File: src/rtl/frame_capture_ctrl_pkg.sv
// Shared definitions for the frame capture controller: FSM state encodings
// and the default frame geometry.
package frame_capture_ctrl_pkg;

   typedef enum logic [1:0] {
      S_LIVE    = 2'b00,
      S_ARM     = 2'b01,
      S_CAPTURE = 2'b10,
      S_FROZEN  = 2'b11
   } state_e;

   localparam int H_ACTIVE_DEF = 640;
   localparam int V_ACTIVE_DEF = 480;
   localparam int DECIM_DEF    = 2;
   localparam int ADDR_W_DEF   = 17;

endpackage : frame_capture_ctrl_pkg

File: src/rtl/frame_capture_ctrl_sync_edge.sv
// Two-flop synchronizer followed by a registered rising-edge detector.
// A request held high produces exactly one single-cycle pulse; the pulse
// is visible three clocks after the asynchronous input rises.
module frame_capture_ctrl_sync_edge (
   input  logic clk,
   input  logic reset_n,
   input  logic async_i,
   output logic pulse_o
);

   logic meta_q;
   logic sync_q;
   logic prev_q;
   logic pulse_q;

   // Synchronize, remember the previous synchronized level, register the edge.
   always_ff @(posedge clk or negedge reset_n) begin
      if (!reset_n) begin
         meta_q  <= 1'b0;
         sync_q  <= 1'b0;
         prev_q  <= 1'b0;
         pulse_q <= 1'b0;
      end else begin
         meta_q  <= async_i;
         sync_q  <= meta_q;
         prev_q  <= sync_q;
         pulse_q <= sync_q & ~prev_q;
      end
   end

   assign pulse_o = pulse_q;

endmodule : frame_capture_ctrl_sync_edge

File: src/rtl/frame_capture_ctrl.sv
// Single-frame capture sequencer. Generates frame-buffer write/read
// addresses from the incoming row/col timing, captures one decimated frame
// on request and then holds the VGA output on the stored frame until a
// return-to-live request arrives. The FSM state is exported on 'state'.
module frame_capture_ctrl
   import frame_capture_ctrl_pkg::*;
#(
   parameter int H_ACTIVE = H_ACTIVE_DEF,
   parameter int V_ACTIVE = V_ACTIVE_DEF,
   parameter int DECIM    = DECIM_DEF,
   parameter int ADDR_W   = ADDR_W_DEF
) (
   input  logic              clk,
   input  logic              reset_n,
   input  logic              vsync_n,
   input  logic [12:0]       row,
   input  logic [12:0]       col,
   input  logic              capture_req,
   input  logic              live_req,
   output logic              wr_en,
   output logic [ADDR_W-1:0] wr_addr,
   output logic [ADDR_W-1:0] rd_addr,
   output logic              rd_valid,
   output logic              freeze,
   output logic [1:0]        state,
   output logic [7:0]        frame_cnt,
   output logic              short_frame
);

   localparam int LOG2_DECIM = $clog2(DECIM);
   localparam int LINE_W     = H_ACTIVE / DECIM;
   localparam int DEPTH      = LINE_W * (V_ACTIVE / DECIM);
   localparam int CNT_W      = ADDR_W + 1;

   localparam logic [12:0]       H_ACT_C    = 13'(H_ACTIVE);
   localparam logic [12:0]       V_ACT_C    = 13'(V_ACTIVE);
   localparam logic [12:0]       DEC_MASK_C = 13'(DECIM - 1);
   localparam logic [ADDR_W-1:0] LINE_W_C   = ADDR_W'(LINE_W);
   localparam logic [CNT_W-1:0]  DEPTH_C    = CNT_W'(DEPTH);

   logic cap_pulse;
   logic live_pulse;

   logic              vs_prev_q;
   logic              frame_start;
   logic              act;
   logic              on_grid;
   logic [ADDR_W-1:0] addr;
   logic              wr_fire;

   state_e            state_q, state_d;
   logic [CNT_W-1:0]  wr_cnt_q, wr_cnt_d;
   logic [CNT_W-1:0]  wr_cnt_inc;
   logic [7:0]        frame_cnt_q, frame_cnt_d;
   logic              short_q, short_d;
   logic              freeze_q;

   logic              wr_en_q;
   logic [ADDR_W-1:0] wr_addr_q;
   logic [ADDR_W-1:0] rd_addr_q;
   logic              rd_valid_q;

   frame_capture_ctrl_sync_edge u_cap_sync (
      .clk     (clk),
      .reset_n (reset_n),
      .async_i (capture_req),
      .pulse_o (cap_pulse)
   );

   frame_capture_ctrl_sync_edge u_live_sync (
      .clk     (clk),
      .reset_n (reset_n),
      .async_i (live_req),
      .pulse_o (live_pulse)
   );

   // Pixel qualification and buffer address; the multiply is by a constant
   // line width so it reduces to shifts and adds.
   always_comb begin
      act         = (row < V_ACT_C) && (col < H_ACT_C);
      on_grid     = ((row & DEC_MASK_C) == 13'd0) && ((col & DEC_MASK_C) == 13'd0);
      addr        = ADDR_W'(row >> LOG2_DECIM) * LINE_W_C + ADDR_W'(col >> LOG2_DECIM);
      frame_start = vs_prev_q & ~vsync_n;
      // A live request kills the write in the same cycle the FSM leaves CAPTURE.
      wr_fire     = (state_q == S_CAPTURE) && act && on_grid &&
                    (wr_cnt_q < DEPTH_C) && !live_pulse;
   end

   // Registered address/strobe outputs and the vsync edge history.
   always_ff @(posedge clk or negedge reset_n) begin
      if (!reset_n) begin
         vs_prev_q  <= 1'b0;
         wr_en_q    <= 1'b0;
         wr_addr_q  <= '0;
         rd_addr_q  <= '0;
         rd_valid_q <= 1'b0;
      end else begin
         vs_prev_q  <= vsync_n;
         wr_en_q    <= wr_fire;
         wr_addr_q  <= addr;
         rd_addr_q  <= addr;
         rd_valid_q <= act;
      end
   end

   // Next state, write counter, capture counter and short-frame flag.
   // A live edge always wins over a capture edge or a frame end.
   always_comb begin
      state_d     = state_q;
      wr_cnt_d    = wr_cnt_q;
      frame_cnt_d = frame_cnt_q;
      short_d     = short_q;
      wr_cnt_inc  = wr_cnt_q + CNT_W'(wr_fire);
      case (state_q)
         S_LIVE: begin
            if (cap_pulse && !live_pulse) state_d = S_ARM;
         end
         S_ARM: begin
            if (live_pulse) begin
               state_d = S_LIVE;
            end else if (frame_start) begin
               state_d  = S_CAPTURE;
               wr_cnt_d = '0;
               short_d  = 1'b0;
            end
         end
         S_CAPTURE: begin
            wr_cnt_d = wr_cnt_inc;
            if (live_pulse) begin
               state_d = S_LIVE;
            end else if (wr_cnt_inc == DEPTH_C) begin
               // Covers a frame start coinciding with the last write: full frame.
               state_d     = S_FROZEN;
               frame_cnt_d = frame_cnt_q + 8'd1;
               short_d     = 1'b0;
            end else if (frame_start) begin
               state_d     = S_FROZEN;
               frame_cnt_d = frame_cnt_q + 8'd1;
               short_d     = 1'b1;
            end
         end
         S_FROZEN: begin
            if (live_pulse)     state_d = S_LIVE;
            else if (cap_pulse) state_d = S_ARM;
         end
         default: state_d = S_LIVE;
      endcase
   end

   // FSM and counter registers.
   always_ff @(posedge clk or negedge reset_n) begin
      if (!reset_n) begin
         state_q     <= S_LIVE;
         wr_cnt_q    <= '0;
         frame_cnt_q <= 8'd0;
         short_q     <= 1'b0;
         freeze_q    <= 1'b0;
      end else begin
         state_q     <= state_d;
         wr_cnt_q    <= wr_cnt_d;
         frame_cnt_q <= frame_cnt_d;
         short_q     <= short_d;
         freeze_q    <= (state_d == S_FROZEN);
      end
   end

   assign wr_en       = wr_en_q;
   assign wr_addr     = wr_addr_q;
   assign rd_addr     = rd_addr_q;
   assign rd_valid    = rd_valid_q;
   assign freeze      = freeze_q;
   assign state       = state_q;
   assign frame_cnt   = frame_cnt_q;
   assign short_frame = short_q;

endmodule : frame_capture_ctrl

File: config.mk
export PLATFORM = sky130hd
export DESIGN_NAME = frame_capture_ctrl
export DESIGN_NICKNAME = d
export VERILOG_FILES = /design/src/rtl/frame_capture_ctrl_pkg.sv /design/src/rtl/frame_capture_ctrl_sync_edge.sv /design/src/rtl/frame_capture_ctrl.sv
export SDC_FILE = /design/constraint.sdc
export NUM_CORES = 1
export LEC_CHECK = 0
export CAP_MARGIN = 20
export CORE_MARGIN = 3
export CORE_UTILIZATION = 25
export CTS_CLUSTER_SIZE = 25
export DETAILED_ROUTE_END_ITERATION = 6
export GPL_ROUTABILITY_DRIVEN = 0
export PLACE_DENSITY_LB_ADDON = 0.2
export RECOVER_POWER = 25
export SYNTH_ARGS = -nofsm -noshare
export SYNTH_HDL_FRONTEND = slang
export SYNTH_SLANG_ARGS = --single-unit
File: constraint.sdc
create_clock -name clk -period 5.6 [get_ports clk]
set_clock_uncertainty 0.1 [all_clocks]
set_input_delay 1.4 -clock clk [delete_from_list [all_inputs] [get_ports clk]]
set_output_delay 1.4 -clock clk [all_outputs]
set_load 0.05 [all_outputs]
==> key figures, run 1 <==
Status
  • Status: complete, but fails checks
  • Failing checks: max-capacitance violations, max-slew violations

Cells and area
  • Nets: 469
  • Layout cells sized above 1: 8.63%
  • Non-filler instance count after layout: 593
  • FILL cells: 1,407
  • ANT cells: 0
  • Area delta synth->final: 32.5%

STA
  • Minimum clock period: 5.24 ns
  • Count of pins over their slew limit: 59
  • Peak Freq: 191 MHz
  • Fin crit share: 93.6%
  • Hold_ws: 0.244 ns
  • Slew at the pin closest to its max-slew limit: 3.10 ns
  • Post-route setup TNS: 0 ns
  • Fin. Hold Viols: 0
  • Final setup viols: 0
  • Max_slew headroom: -107%

Clock network
  • Clk sinks: 58
  • CTS clk-pin slew, worst paths: 0.05 ns
  • Worst-Skew Late Latency: 0.33 ns
  • CTS tree: yes
  • H-tree levels: 3
  • Buffers from clock root to sink, at most: 2
  • Cts bufs inserted: 9
  • Root buf cell: clkbuf_16
  • CTS Hold Bufs: 0

Worst setup path
  • CP max FO: 9
  • Worst Path Arrival: 5.36 ns
  • Crit end category: register
  • Setup CP Type: in2reg
  • Crit start category: input pin
  • Critical Path RT: 5.72 ns

Yosys
  • Syn_area_per_cell: 9.86 um^2
  • Top post-synthesis cells by area: dfrtp_1, ha_1, xnor2_1
  • Simple-gate portion of the synthesized area: 18.6%
  • Synth Cell Area: 0.00345 mm^2
  • Synth Area in Compound Gates: 13.2%
  • Fraction of registers with async set/reset: 100%
  • Post-synthesis sequential area ratio: 42.0%
  • Post-synth EDFFs: 0
  • Synth warn: 0
  • Portion of netlist area occupied by mux cells: 0.725%
  • Xor/xnor cell area share of the yosys netlist: 7.87%
  • Area leader, netlist: dfrtp_1
  • Syn_nets: 407
  • Post-Syn Instances: 350
  • Number of register bits inferred by synthesis: 58
  • Primary FF master, synth: dfrtp_1
  • Adder-cell share of the synthesized area: 9.86%
  • Main combinational cell family by area after synthesis: simple AND/OR/NAND/NOR gates
  • Distinct cells, synth: 53
  • Top cell type's share of synthesized area: 42.0%

Floorplan
  • # IOs: 79
  • Die X: 124 um
  • Area of the core: 0.0133 mm^2
  • DIE HEIGHT: 124 um
  • DIE AREA: 0.0153 mm^2
  • Placement row count: 42
  • Initial core utilization: 25.9%

Detailed routing
  • Initial DRT Pass Iterations: 5
  • Via/cell ratio: 4.58
  • Overall via count from detail_route: 2,716
  • Avg WL per Cell: 13.6 um
  • DRT iter0 DRCs: 132
  • Antenna Nets Post-Route: 0
  • Total length of routed wires: 8.05 mm
  • DR DRC count: 0

Worst hold path
  • Hold/Removal Path Class: reg2reg

GRT
  • Initial antenna violation count: 0
  • First-pass GRT wire length: 13.7 mm
  • Vias in the first global route: 2,776
  • Overall routing resource usage: 11.7%
  • Largest net degree at the start of global routing: 59
  • GRT overflow: 0

Placement
  • Post-detail-place hpwl: 5.94 mm
  • IO Port Bufs: 78
  • Cells after DPL: 577

Power and ir drop
  • Peak VDD IR: 200 uV
  • Leakage: 1.94 nW
  • Pwr/cell area: 383 mW/mm^2

Job
  • # Max-Cap Violations: 1
-- cells by family (layout without fill, tap and decap cells) --
logic type | count (synthesis) | count (layout)
AO/OA/AOI/OAI | 74 | 74
adder cells (fa/ha/maj) | 26 | 26
flip-flops | 58 | 58
AND/OR/NAND/NOR | 112 | 112
multiplexers | 2 | 2
XOR/XNOR | 31 | 31
buffers and inverters | 47 | 114
-- synthesized netlist by cell type, types with 2 or more instances --
cell and number:
a21oi_1 14, inv_1 15, o21ai_0 29, nor2_1 24, a21boi_0 2, xor2_1 6, nand2_1 20, o211ai_1 2
and3_1 4, a21o_1 4, a31oi_1 5, nand4_1 10, ha_1 24, dfrtp_1 58, o41ai_1 2, xnor2_1 25
nor4_1 4, o21a_1 2, clkbuf_1 7, nor3_1 7, a22o_1 2, fa_1 2, buf_4 23, a211o_1 2
nor2b_1 7, buf_2 2, nand2b_1 3, or2_2 4, nand3_1 12, or3_1 3, o21ai_1 4
-- cell type report --
class | count | area [um^2] | area share (%)
clock buffers | 11 | 243 | 5.30
clock inverters | 5 | 53.8 | 1.18
inverters | 15 | 56.3 | 1.23
multi-input cells | 245 | 1740 | 38.1
flip-flops and latches | 58 | 1450 | 31.7
well taps | 176 | 220 | 4.81
repair buffers | 83 | 810 | 17.7
-- placed cells by master, fill, tap and decap left out, types with 4 or more instances in the layout --
master	count
dlygate4sd3_1	9
xnor2_1	25
clkbuf_16	9
and3_1	4
o21ai_1	4
o21ai_0	29
a21o_1	4
nor2b_1	7
or2_2	4
dfrtp_1	58
nor3_1	7
xor2_1	6
inv_1	15
nand3_1	12
nand2_1	20
buf_4	4
ha_1	24
a31oi_1	5
a21oi_1	14
nor2_1	24
clkdlybuf4s50_1	68
nand4_1	10
-- power breakdown --
group	total, mW	internal [mW]	switching (mW)
Sequential	0.519	0.473	0.0462
Clock	0.546	0.354	0.192
Combinational	0.686	0.235	0.451
-- worst paths after layout --
path	from	end	slack (ns)	cells past startpoint
hold reg to reg	u_cap_sync.meta_q	u_cap_sync.sync_q	0.24	0
setup reg to reg	state[0]	frame_cnt[1]	1.43	14
setup / recovery	row[9]	frame_cnt[1]	0.36	14
max in group asynchronous	reset_n	wr_cnt_q[0]	1.55	2
min in group asynchronous	reset_n	wr_cnt_q[9]	2.09	2
hold / removal	u_cap_sync.meta_q	u_cap_sync.sync_q	0.24	0
-- stage by stage --
step / total power, mW / utilization [%] / cell area (um^2) / worst slack, ns
floorplan: 1.01 / - / 3450 / 0.942
global placement: 1.22 / 32.0 / 4280 / 0.228
detailed placement: 1.22 / 32.0 / 4280 / 0.0707
CTS: 1.78 / 34.3 / 4570 / 0.404
global route: 1.84 / 34.3 / 4580 / -0.0234
finish: 1.75 / 34.3 / 4580 / 0.356
-- state kept, by name, indices dropped and copies added (netlist names), 2 cells and up --
register and flops:
rd_addr 17, frame_cnt 8, wr_cnt_q 18, state 2
-- per-layer routing --
metal | vias up | GRT usage, % | share of wire, %
li1 | 1338 | - | -
met4 | 0 | 6.51 | 2.6
met3 | 14 | 2.61 | 3.9
met1 | 1309 | 14.0 | 46
met5 | - | 0 | 0
met2 | 55 | 19.4 | 48
-- critical path, cell delays in order --
cell and delay [ns]:
clkdlybuf4s50_1 0.46, nor4_1 0.27, and4_1 0.30, nand3_1 0.09
a21oi_1 0.20, ha_1 0.29, ha_1 0.20, nand3_1 0.23
nor4_1 0.41, xnor2_1 0.13, or4b_4 0.52, o31ai_4 0.44
nand2_4 0.10, mux2_4 0.31
-- what timing repair did --
action                                  4_1_cts  5_1_grt
endpoints found under the setup margin        0        1
resized for setup                             0        1
buffers inserted                              0        0
No activity file was read; power rests on OpenSTA's default activity.
==> run 2, diff against run 1 <==
==> constraint.sdc (replaced) <==
create_clock -name clk -period 4.9 [get_ports clk]
set_clock_uncertainty 0.1 [all_clocks]
set_input_delay 1.225 -clock clk [delete_from_list [all_inputs] [get_ports clk]]
set_output_delay 1.225 -clock clk [all_outputs]
set_load 0.05 [all_outputs]
==> run 2 against run 1 <==
The flow still finishes with violations (max-capacitance violations, max-slew violations). Cell count up 2.7%. Non-clock buffer count grew 16. Worst hold slack better by 0.0013 ns. Register-to-register slack worse by 0.27 ns. Critical path type unchanged. Clock power increased by 15%. Power is 15% higher. Flip-flop and latch count did not move. Critical path depth rose by 1. Via count up 1.6%. Routed wire length fell by 0.14%. Sequential share of layout area fell by 0.91 points.
==> key figures, run 2 (synthesis results as in run 1) <==
Clock network
  • CTS clk-pin slew, worst paths: 0.05 ns
  • Post-cts resize count: 0
  • CTS tree: yes
  • Buffers from clock root to sink, at most: 2
  • Clk sinks: 58
  • Cts bufs inserted: 9
  • H-tree levels: 3
  • Setup bufs post-CTS: 0
  • Worst-Skew Late Latency: 0.33 ns
  • Root buf cell: clkbuf_16
  • CTS Hold Bufs: 0

Detailed routing
  • DR DRC count: 0
  • Total length of routed wires: 8.04 mm
  • Via/cell ratio: 4.53
  • Avg WL per Cell: 13.2 um
  • Overall via count from detail_route: 2,760
  • Antenna Nets Post-Route: 0
  • Initial DRT Pass Iterations: 4
  • DRT iter0 DRCs: 144

Placement
  • IO Port Bufs: 78
  • Post-detail-place hpwl: 6.20 mm
  • Post-DP Area: 0.00441 mm^2
  • Cells after DPL: 593

STA
  • Count of pins over their slew limit: 27
  • Final setup viols: 0
  • Slew at the pin closest to its max-slew limit: 1.54 ns
  • Fin crit share: 94.1%
  • Peak Freq: 217 MHz
  • RSZ-0062 raised after global routing: false
  • Fin. Hold Viols: 0
  • Max_slew headroom: -2.64%
  • Minimum clock period: 4.61 ns

Status
  • Status: complete, but fails checks
  • Failing checks: max-capacitance violations, max-slew violations

Worst setup path
  • Critical Path RT: 5.01 ns
  • Worst Path Arrival: 4.72 ns
  • R2R setup slack: 1.16 ns
  • Setup CP Type: in2reg
  • Crit end category: register
  • CP max FO: 9
  • Crit start category: input pin

Cells and area
  • Area delta synth->final: 36.5%
  • ANT cells: 0
  • Leading cell type in the layout, fill and taps excluded: clkdlybuf4s50_1
  • Layout cells sized above 1: 12.0%
  • Finished Cell Area: 0.00471 mm^2
  • FILL cells: 1,396
  • Largest register FFs: 18
  • Non-filler instance count after layout: 609
  • Reg with most FFs: wr_cnt_q
  • Nets: 485
  • Most frequent cells in the layout: clkdlybuf4s50_1, dfrtp_1, o21ai_0

Job
  • # Max-Cap Violations: 1

GRT
  • GRT overflow: 0
  • Vias in the first global route: 2,795
  • Initial antenna violation count: 0
  • Overall routing resource usage: 11.6%
  • Largest net degree at the start of global routing: 34
  • First-pass GRT wire length: 14.0 mm

Floorplan
  • DIE HEIGHT: 124 um
  • # IOs: 79
  • Placement row count: 42
  • Initial core utilization: 25.9%
  • DIE AREA: 0.0153 mm^2
  • Area of the core: 0.0133 mm^2
  • Die X: 124 um

Power and ir drop
  • Final Power: 2.01 mW
  • Peak VDD IR: 252 uV
  • Pwr/cell area: 427 mW/mm^2
  • Leakage: 2.01 nW

Worst hold path
  • Hold/Removal Path Class: reg2reg
[run 2: cell types whose count changed in the layout (fill, tap and decap cells not counted), sizes merged]
cell,delta
inv,+1
clkinvlp,+4
dlygate4sd3,+1
clkinv,-3
clkbuf,-2
buf,+16
clkdlybuf4s50,-1
[run 2: worst paths after layout]
kind	from	endpoint	cells after the start
max in group asynchronous	reset_n	rd_addr[5]	2
min	u_cap_sync.meta_q	u_cap_sync.sync_q	0
max reg2reg	state[0]	frame_cnt[1]	15
min reg2reg	u_cap_sync.meta_q	u_cap_sync.sync_q	0
min in group asynchronous	reset_n	rd_addr[14]	1
max	row[11]	frame_cnt[1]	15
[run 2: final cells by class]
class / count / area (um^2) / area share [%]
multi-input combinational: 245 / 1740 / 36.8
timing repair buffer: 99 / 945 / 20.1
tap: 176 / 220 / 4.67
clock buffer: 9 / 225 / 4.78
sequential: 58 / 1450 / 30.8
clock inverter: 7 / 77.6 / 1.65
inverter: 15 / 56.3 / 1.20
[run 2: per-stage QoR]
step / setup TNS [ns] / setup slack [ns] / hold WS (ns) / util, %
after global routing: 0 / 0.0378 / 0.260 / 35.3
after detailed placement: -0.158 / -0.0900 / 0.237 / 33.0
final: 0 / 0.291 / 0.245 / 35.3
after CTS: 0 / 0.251 / 0.249 / 35.3
after global placement: 0 / 0.0270 / 0.233 / 33.0
after floorplan: 0 / 0.417 / 0.231 / -
[run 2: power breakdown]
| part | total (mW) | internal [mW] | leakage [nW] | switching [mW] |
|---|---|---|---|---|
| registers | 0.593 | 0.540 | 0.745 | 0.0527 |
| clock network | 0.629 | 0.395 | 0.134 | 0.234 |
| logic | 0.788 | 0.273 | 1.13 | 0.515 |
| total | 2.01 | 1.21 | 2.01 | 0.801 |
[run 2: layer usage]
metal,share of wire (%),GRT usage (%)
met1,46,14.9
met2,49,19.4
met3,4.3,2.65
met4,0.87,3.74
met5,0,0
[run 2: critical path, stage by stage]
cell and delay [ns]:
clkdlybuf4s50_1 0.44, nor4_1 0.26, and4_1 0.29, nand3_1 0.09
a21oi_1 0.19, ha_1 0.20, buf_4 0.13, nand4_4 0.13
nor4_2 0.42, xnor2_1 0.11, or4_4 0.44, o31ai_4 0.29
buf_12 0.16, nand2_4 0.05, mux2_4 0.28
==> run 3, diff against run 2 <==
--- a/config.mk
+++ b/config.mk
@@ -8,6 +8,7 @@
 export CAP_MARGIN = 20
 export CORE_MARGIN = 3
 export CORE_UTILIZATION = 25
+export CTS_BUF_LIST = sky130_fd_sc_hd__clkbuf_2 sky130_fd_sc_hd__clkbuf_4 sky130_fd_sc_hd__clkbuf_8
 export CTS_CLUSTER_SIZE = 25
 export DETAILED_ROUTE_END_ITERATION = 6
 export GPL_ROUTABILITY_DRIVEN = 0
==> run 3 against run 2 <==
The flow still finishes with violations (max-capacitance violations, max-slew violations). Power down 8.9%. Worst setup slack better by 0.025 ns. Non-clock buffer count unchanged. Core utilization down 0.76 points. Register-to-register slack about the same. Critical path type unchanged. Largest cell class unchanged. Largest power group unchanged.
==> key figures, run 3 (synthesis results as in run 1) <==
Status
  • Status: complete, but fails checks
  • Failing checks: max-capacitance violations, max-slew violations

GRT
  • Initial antenna violation count: 0
  • GRT overflow: 0
  • Overall routing resource usage: 11.7%
  • Largest net degree at the start of global routing: 34
  • Vias in the first global route: 2,821
  • First-pass GRT wire length: 14.0 mm

Floorplan
  • Area of the core: 0.0133 mm^2
  • Placement row count: 42
  • Die X: 124 um
  • DIE HEIGHT: 124 um
  • # IOs: 79
  • Initial core utilization: 25.9%
  • DIE AREA: 0.0153 mm^2

Cells and area
  • Finished Cell Area: 0.00461 mm^2
  • Layout cells sized above 1: 12.0%
  • Non-filler instance count after layout: 609
  • Largest register FFs: 18
  • Area delta synth->final: 33.5%
  • Leading cell type in the layout, fill and taps excluded: clkdlybuf4s50_1
  • Reg with most FFs: wr_cnt_q
  • FILL cells: 1,403
  • ANT cells: 0
  • Most frequent cells in the layout: clkdlybuf4s50_1, dfrtp_1, o21ai_0
  • Nets: 485

Clock network
  • Post-cts resize count: 0
  • Root buf cell: clkbuf_8
  • Cts bufs inserted: 9
  • Worst-Skew Late Latency: 0.35 ns
  • H-tree levels: 3
  • CTS Hold Bufs: 0
  • Clk sinks: 58
  • CTS tree: yes
  • CTS clk-pin slew, worst paths: 0.07 ns
  • Setup bufs post-CTS: 0
  • Buffers from clock root to sink, at most: 2

Worst hold path
  • Hold/Removal Path Class: reg2reg

Detailed routing
  • Avg WL per Cell: 13.3 um
  • DR DRC count: 0
  • DRT iter0 DRCs: 182
  • Initial DRT Pass Iterations: 4
  • Via/cell ratio: 4.55
  • Total length of routed wires: 8.11 mm
  • Antenna Nets Post-Route: 0
  • Overall via count from detail_route: 2,769

STA
  • Slew at the pin closest to its max-slew limit: 1.55 ns
  • Final setup viols: 0
  • Max_slew headroom: -3.42%
  • Hold_ws: 0.250 ns
  • Fin. Hold Viols: 0
  • Peak Freq: 218 MHz
  • Minimum clock period: 4.58 ns
  • Count of pins over their slew limit: 27
  • RSZ-0062 raised after global routing: false
  • Fin crit share: 93.5%
  • Final Worst Setup Slack: 0.316 ns

Worst setup path
  • CP max FO: 9
  • Crit end category: register
  • Crit start category: input pin
  • Delay of the slowest critical-path stage: 0.44 ns
  • CP max-delay cell: clkdlybuf4s50_1
  • Buf/Inv on CP: 3
  • Worst Path Arrival: 4.71 ns
  • Setup CP Type: in2reg
  • Crit path max-delay family: simple AND/OR/NAND/NOR gates
  • Critical Path RT: 5.03 ns
  • R2R setup slack: 1.16 ns
  • Critical-path cell list: clkdlybuf4s50_1 -> nor4_1 -> and4_1 -> nand3_1 -> a21oi_1 -> ha_1 -> buf_4 -> nand4_4 -> nor4_2 -> xnor2_1 -> or4_4 -> o31ai_4 -> buf_12 -> nand2_4 -> mux2_4

Power and ir drop
  • Pwr/cell area: 397 mW/mm^2
  • Leakage: 1.97 nW
  • Peak VDD IR: 251 uV

Placement
  • Post-detail-place hpwl: 6.20 mm
  • IO Port Bufs: 78
  • Post-DP Area: 0.00441 mm^2
  • Cells after DPL: 593
  • Dpl ws: -0.0900 ns

Job
  • # Max-Cap Violations: 1
## run 3: routing by layer
layer | routed length, um | part of all wire [%] | vias to the layer above | GRT usage (%)
met4 | 124 | 1.5 | 0 | 4.78
met2 | 3980 | 49 | 63 | 19.5
met5 | 0 | 0 | - | 0
li1 | - | - | 1370 | -
met1 | 3620 | 45 | 1326 | 14.9
met3 | 375 | 4.6 | 10 | 2.38
## run 3: cell type report
cell class	instances	area (um^2)	area share (%)
sequential	58	1450	31.5
clock buffer	9	124	2.69
tap	176	220	4.78
timing repair buffer	99	945	20.5
clock inverter	7	77.6	1.68
inverter	15	56.3	1.22
multi-input combinational	245	1740	37.6
## run 3: path summary, 6_finish.rpt
kind / from / endpoint / cells after the start
worst max register to register: state[0] / frame_cnt[1] / 15
worst min-delay path: u_cap_sync.meta_q / u_cap_sync.sync_q / 0
max in group asynchronous: reset_n / rd_addr[5] / 2
min in group asynchronous: reset_n / wr_cnt_q[4] / 1
worst min register to register: u_cap_sync.meta_q / u_cap_sync.sync_q / 0
worst max-delay path: row[11] / frame_cnt[1] / 15
## run 3: per-stage QoR
step,setup TNS (ns),power (mW),utilization (%)
floorplan,0,1.16,-
global placement,0,1.40,33.0
detailed placement,-0.158,1.40,33.0
CTS,0,1.87,34.5
global route,0,1.94,34.5
finish,0,1.83,34.5
## run 3: power breakdown
part           internal [mW]  total [mW]  switching [mW]
clock                  0.237       0.452           0.215
combinational          0.273       0.788           0.515
sequential             0.539       0.592          0.0528
total                   1.05        1.83           0.783
==> patch 1 (settings of run 2) <==
Change the package constant `ADDR_W_DEF` from 17 to 34.
--- a/src/rtl/frame_capture_ctrl_pkg.sv
+++ b/src/rtl/frame_capture_ctrl_pkg.sv
@@ -13,5 +13,5 @@
    localparam int V_ACTIVE_DEF = 480;
    localparam int DECIM_DEF    = 2;
-   localparam int ADDR_W_DEF   = 17;
+   localparam int ADDR_W_DEF   = 34;
 
 endpackage : frame_capture_ctrl_pkg
Ports: changed (resized rd_addr and wr_addr); port bits go from 79 to 113. No check against the original RTL was run, so the function may have changed too.
==> patch 1 against run 2 <==
  * The flow still finishes with violations (max-capacitance violations, max-slew violations)
  * Clock power grew 5.7%
  * Sequential cell count grew 22
  * Wire length grew 83%
  * Power grew 25%
  * Setup slack lost 0.044 ns
  * Synthesized area grew 58%
  * Final area grew 47%
  * Critical path depth grew 1
  * Critical path type unchanged
  * Largest cell class unchanged
  * Highest routed layer unchanged
==> patch 1: results (changes against run 2) <==
largest net degree at the start of global routing 50 (+47%); MaxCap Viol Count 1 (unchanged); switch share 43.4% (+3.5 points); clock distribution power 0.665 mW (+5.7%); Flop pwr share 31.6% (+2.1 points); layout cell share with drive strength beyond 1 14.9% (+2.9 points); First-pass DRT Iterations 5 (+1); Post-synth top cells dfrtp_1, o21ai_0, nand2_1; Area contributors post-synth dfrtp_1, ha_1, buf_4; Clk pin slew, worst setup/hold paths 0.07 ns (+0.02 ns); Max Slew Vio Count 50 (+85%); first-pass GRT wire length 24600 um (+77%); Port Buffer Count 88 (+13%); failing checks max-capacitance violations, max-slew violations; Seq/Total Area, Yosys 36.8% (-5.3 points); Max rail drop VDD 0.000340 V (+35%); drt wl/cell 15.1 um (+14%); Data arrival, critical path 4.78 ns (+0.06 ns); violation count after the first detailed-route iteration 265 (+84%); total track usage 12.7% (+1.1 points); Placement Cell Area 6580 um^2 (+49%); Largest register FFs 35 (+17); Clk Latency, worst-skew pair 0.35 ns (+0.02 ns); NumNets Final 756 (+56%); via count 4571 (+66%); CP max FO 7 (-2); status finished, violations left; DP HPWL 10800 um (+74%); Worst Max-Slew Pin Slew 2.88 ns (+1.34 ns)
patch 1: cell families (layout without fill, tap and decap cells):
kind of cell / Yosys count / after routing / synth area share [%]
mux: 5 / 5 / 1.01
simple gates: 207 / 207 / 20.8
xor+xnor: 40 / 40 / 6.43
flops: 80 / 80 / 36.8
compound gates: 133 / 133 / 15.4
fa+ha+maj: 31 / 31 / 7.40
other cells: 1 / 25 / 0.0689
buf+inv: 100 / 178 / 12.1
patch 1: cell type report:
| cell class | instances | area, um^2 |
|---|---|---|
| sequential | 80 | 2000 |
| clock inverter | 7 | 61.3 |
| timing repair buffer | 143 | 1280 |
| clock buffer | 9 | 225 |
| multi-input combinational | 441 | 2950 |
| tap | 275 | 344 |
| fill | 2215 | 14300 |
| inverter | 19 | 71.3 |
patch 1: what timing repair did:
action / 4_1_cts / 5_1_grt
hold buffers: 0 / 0
gates resized for setup: 34 / 1
pin swaps: 16 / 6
endpoints found under the hold margin: 0 / 0
buffers inserted: 2 / 0
endpoints found under the setup margin: 11 / 11
patch 1: critical path: stages:
cell and delay, ns:
clkdlybuf4s15_1 0.20, nor4_2 0.28, and4_4 0.28, nor4b_4 0.20, buf_4 0.16, ha_4 0.20, or4b_4 0.54, a2111oi_4 0.21
nand3_1 0.13, nor4_2 0.21, nand4_1 0.16, nor4b_2 0.31, a31o_1 0.21, buf_6 0.13, nand2_4 0.05, mux2_4 0.29
patch 1: metal layers:
layer	global-route usage [%]	vias up	routed length (um)
li1	-	2257	-
met1	17.3	2220	6870
met2	20.4	84	7070
met3	2.96	10	585
met4	3.41	0	157
met5	0	-	0
patch 1: per-stage QoR:
stage | hold slack, ns | setup TNS, ns | utilization (%) | cells | setup WS, ns
3_5_place_dp | 0.242 | -6.85 | 31.0 | 957 | -0.707
5_1_grt | 0.267 | 0 | 32.7 | 974 | 0.0768
3_3_place_gp | 0.238 | -6.31 | 31.0 | 957 | -0.649
2_1_floorplan | 0.231 | 0 | - | 621 | 0.181
6_report | 0.252 | 0 | 32.7 | 974 | 0.247
4_1_cts | 0.259 | 0 | 32.6 | 974 | 0.00822
patch 1: path summary, 6_finish.rpt:
check	from	to	slack [ns]	depth (start not counted)
setup / recovery	col[12]	frame_cnt[1]$_DFFE_PN0P_	0.25	16
hold / removal	u_cap_sync.meta_q$_DFF_PN0_	u_cap_sync.sync_q$_DFF_PN0_	0.25	0
setup reg to reg	wr_cnt_q[26]$_DFFE_PN0P_	frame_cnt[1]$_DFFE_PN0P_	0.68	15
hold reg to reg	u_cap_sync.meta_q$_DFF_PN0_	u_cap_sync.sync_q$_DFF_PN0_	0.25	0
max in group asynchronous	reset_n	rd_addr[16]$_DFF_PN0_	1.34	2
min in group asynchronous	reset_n	wr_cnt_q[5]$_DFFE_PN0P_	1.71	1
==> patch 2 (config.mk and constraints of run 2) <==
Without the edit above. Add an input register stage for `vsync_n`, `row`, `col`, `capture_req` and `live_req`, with the module's reset; this delays them by one clock.
--- a/src/rtl/frame_capture_ctrl.sv
+++ b/src/rtl/frame_capture_ctrl.sv
@@ -39,4 +39,26 @@
    localparam logic [CNT_W-1:0]  DEPTH_C    = CNT_W'(DEPTH);
 
+   logic vsync_n_q;
+   logic [12:0] row_q;
+   logic [12:0] col_q;
+   logic capture_req_q;
+   logic live_req_q;
+
+   always_ff @(posedge clk or negedge reset_n) begin
+      if (!reset_n) begin
+         vsync_n_q     <= '0;
+         row_q         <= '0;
+         col_q         <= '0;
+         capture_req_q <= '0;
+         live_req_q    <= '0;
+      end else begin
+         vsync_n_q     <= vsync_n;
+         row_q         <= row;
+         col_q         <= col;
+         capture_req_q <= capture_req;
+         live_req_q    <= live_req;
+      end
+   end
+
    logic cap_pulse;
    logic live_pulse;
@@ -64,5 +86,5 @@
       .clk     (clk),
       .reset_n (reset_n),
-      .async_i (capture_req),
+      .async_i (capture_req_q),
       .pulse_o (cap_pulse)
    );
@@ -71,5 +93,5 @@
       .clk     (clk),
       .reset_n (reset_n),
-      .async_i (live_req),
+      .async_i (live_req_q),
       .pulse_o (live_pulse)
    );
@@ -78,8 +100,8 @@
    // line width so it reduces to shifts and adds.
    always_comb begin
-      act         = (row < V_ACT_C) && (col < H_ACT_C);
-      on_grid     = ((row & DEC_MASK_C) == 13'd0) && ((col & DEC_MASK_C) == 13'd0);
-      addr        = ADDR_W'(row >> LOG2_DECIM) * LINE_W_C + ADDR_W'(col >> LOG2_DECIM);
-      frame_start = vs_prev_q & ~vsync_n;
+      act         = (row_q < V_ACT_C) && (col_q < H_ACT_C);
+      on_grid     = ((row_q & DEC_MASK_C) == 13'd0) && ((col_q & DEC_MASK_C) == 13'd0);
+      addr        = ADDR_W'(row_q >> LOG2_DECIM) * LINE_W_C + ADDR_W'(col_q >> LOG2_DECIM);
+      frame_start = vs_prev_q & ~vsync_n_q;
       // A live request kills the write in the same cycle the FSM leaves CAPTURE.
       wr_fire     = (state_q == S_CAPTURE) && act && on_grid &&
@@ -96,5 +118,5 @@
          rd_valid_q <= 1'b0;
       end else begin
-         vs_prev_q  <= vsync_n;
+         vs_prev_q  <= vsync_n_q;
          wr_en_q    <= wr_fire;
          wr_addr_q  <= addr;
Function: changed (Yosys sat finds a counterexample within 4 cycles, from zero or initial values and one cycle with reset_n low).
==> patch 2 against run 2 <==
  * The run still ends with max-capacitance violations, max-slew violations left
  * Utilization decreased by 1.9 points
  * Setup slack improved by 0.43 ns
  * Power increased by 17%
  * Final area is 13% higher
  * Hold slack improved by 0.0021 ns
  * Wire length grew 13%
  * Sequential cell count is 29 higher
  * Synthesized area increased by 19%
  * Critical endpoint unchanged
  * Largest power group is now sequential cells
==> patch 2: results (changes against run 2) <==
met3 routed WL 389 um (+13%); Fmax 0.239 GHz (+10%); Area contributors post-synth dfrtp_1, ha_1, xnor2_1; mux contribution to synthesized area 0.608% (-0.12 points); Max Slew Vio Count 62 (+130%); core box area 16000 um^2 (+20%); DP HPWL 6580 um (+6.2%); dpl cells 631 (+6.4%); MaxCap Viol Count 1 (unchanged); CP max stage delay 0.63 ns (+0.19 ns); NonClk Buf Share 15.1% (-4.9 points); Pint 1.52 mW (+26%); Non-clk invs 13 (-2); Synth Area in Compound Gates 14.0% (+0.79 points); grt met3 use 2.51% (-0.14 points); register area 2180 um^2 (+50%); CP max FO 11 (+2); Synth Net Count 420 (+3.2%); Post-synth top cells dfrtp_1, o21ai_0, ha_1; adder and majority gate portion of the synthesized area 8.27% (-1.6 points); Max rail drop VDD 0.000214 V (-15%); first-pass GRT wire length 15400 um (+11%); Placement Cell Area 5010 um^2 (+14%); worst reg2reg path depth 13 (-2); total track usage 10.8% (-0.82 points); clkbuf count 13 (+4); layout cell share with drive strength beyond 1 6.48% (-5.5 points); Flop pwr share 35.7% (+6.2 points); Yosys cell types 50 (-5.7%); via count 2972 (+7.7%); met2 WL post-DR 4230 um (+6.7%); failing checks max-capacitance violations, max-slew violations; Post-Synthesis Cells 363 (+3.7%); violation count after the first detailed-route iteration 128 (-11%); DRT met1 WL 4180 um (+14%); Seq area share 40.8% (+10 points); Net Sw Power 0.832 mW (+3.9%); total wire length 9100 um (+13%); clock distribution power 0.745 mW (+18%); status finished, violations left; Non-clock buffers 82 (-17%); multi-input gates 234 (-4.5%); Worst Setup SP state[0]$_DFF_PN0_; Slew HR -118% (-120 points); multi-input combinational cell area 1710 um^2 (-1.4%)
-- patch 2: changes by cell type after synthesis, sizes merged, moves of 4 or more --
cell | before | now
o211ai | 2 | 6
nand2 | 21 | 17
xnor2 | 25 | 20
dfrtp | 58 | 87
nand4 | 11 | 6
and4 | 1 | 5
or2 | 4 | 0
nor2 | 24 | 18
-- patch 2: how the worst min path moves through the flow --
stage	slack (ns)	end	cells after the start
after floorplan	0.23	rd_addr[0]$_DFF_PN0_	0
after global placement	0.23	rd_addr[3]$_DFF_PN0_	0
after detailed placement	0.23	rd_addr[2]$_DFF_PN0_	0
after CTS	0.25	u_cap_sync.sync_q$_DFF_PN0_	0
after global routing	0.25	u_cap_sync.sync_q$_DFF_PN0_	0
final	0.25	u_cap_sync.sync_q$_DFF_PN0_	0
-- patch 2: worst max-delay path, delay by kind of cell, from the launching register on --
kind,cells,cell delay (ns)
mux,1,0.33
flops,1,0.46
compound gates,4,0.56
fa+ha+maj,2,0.62
simple gates,6,1.98
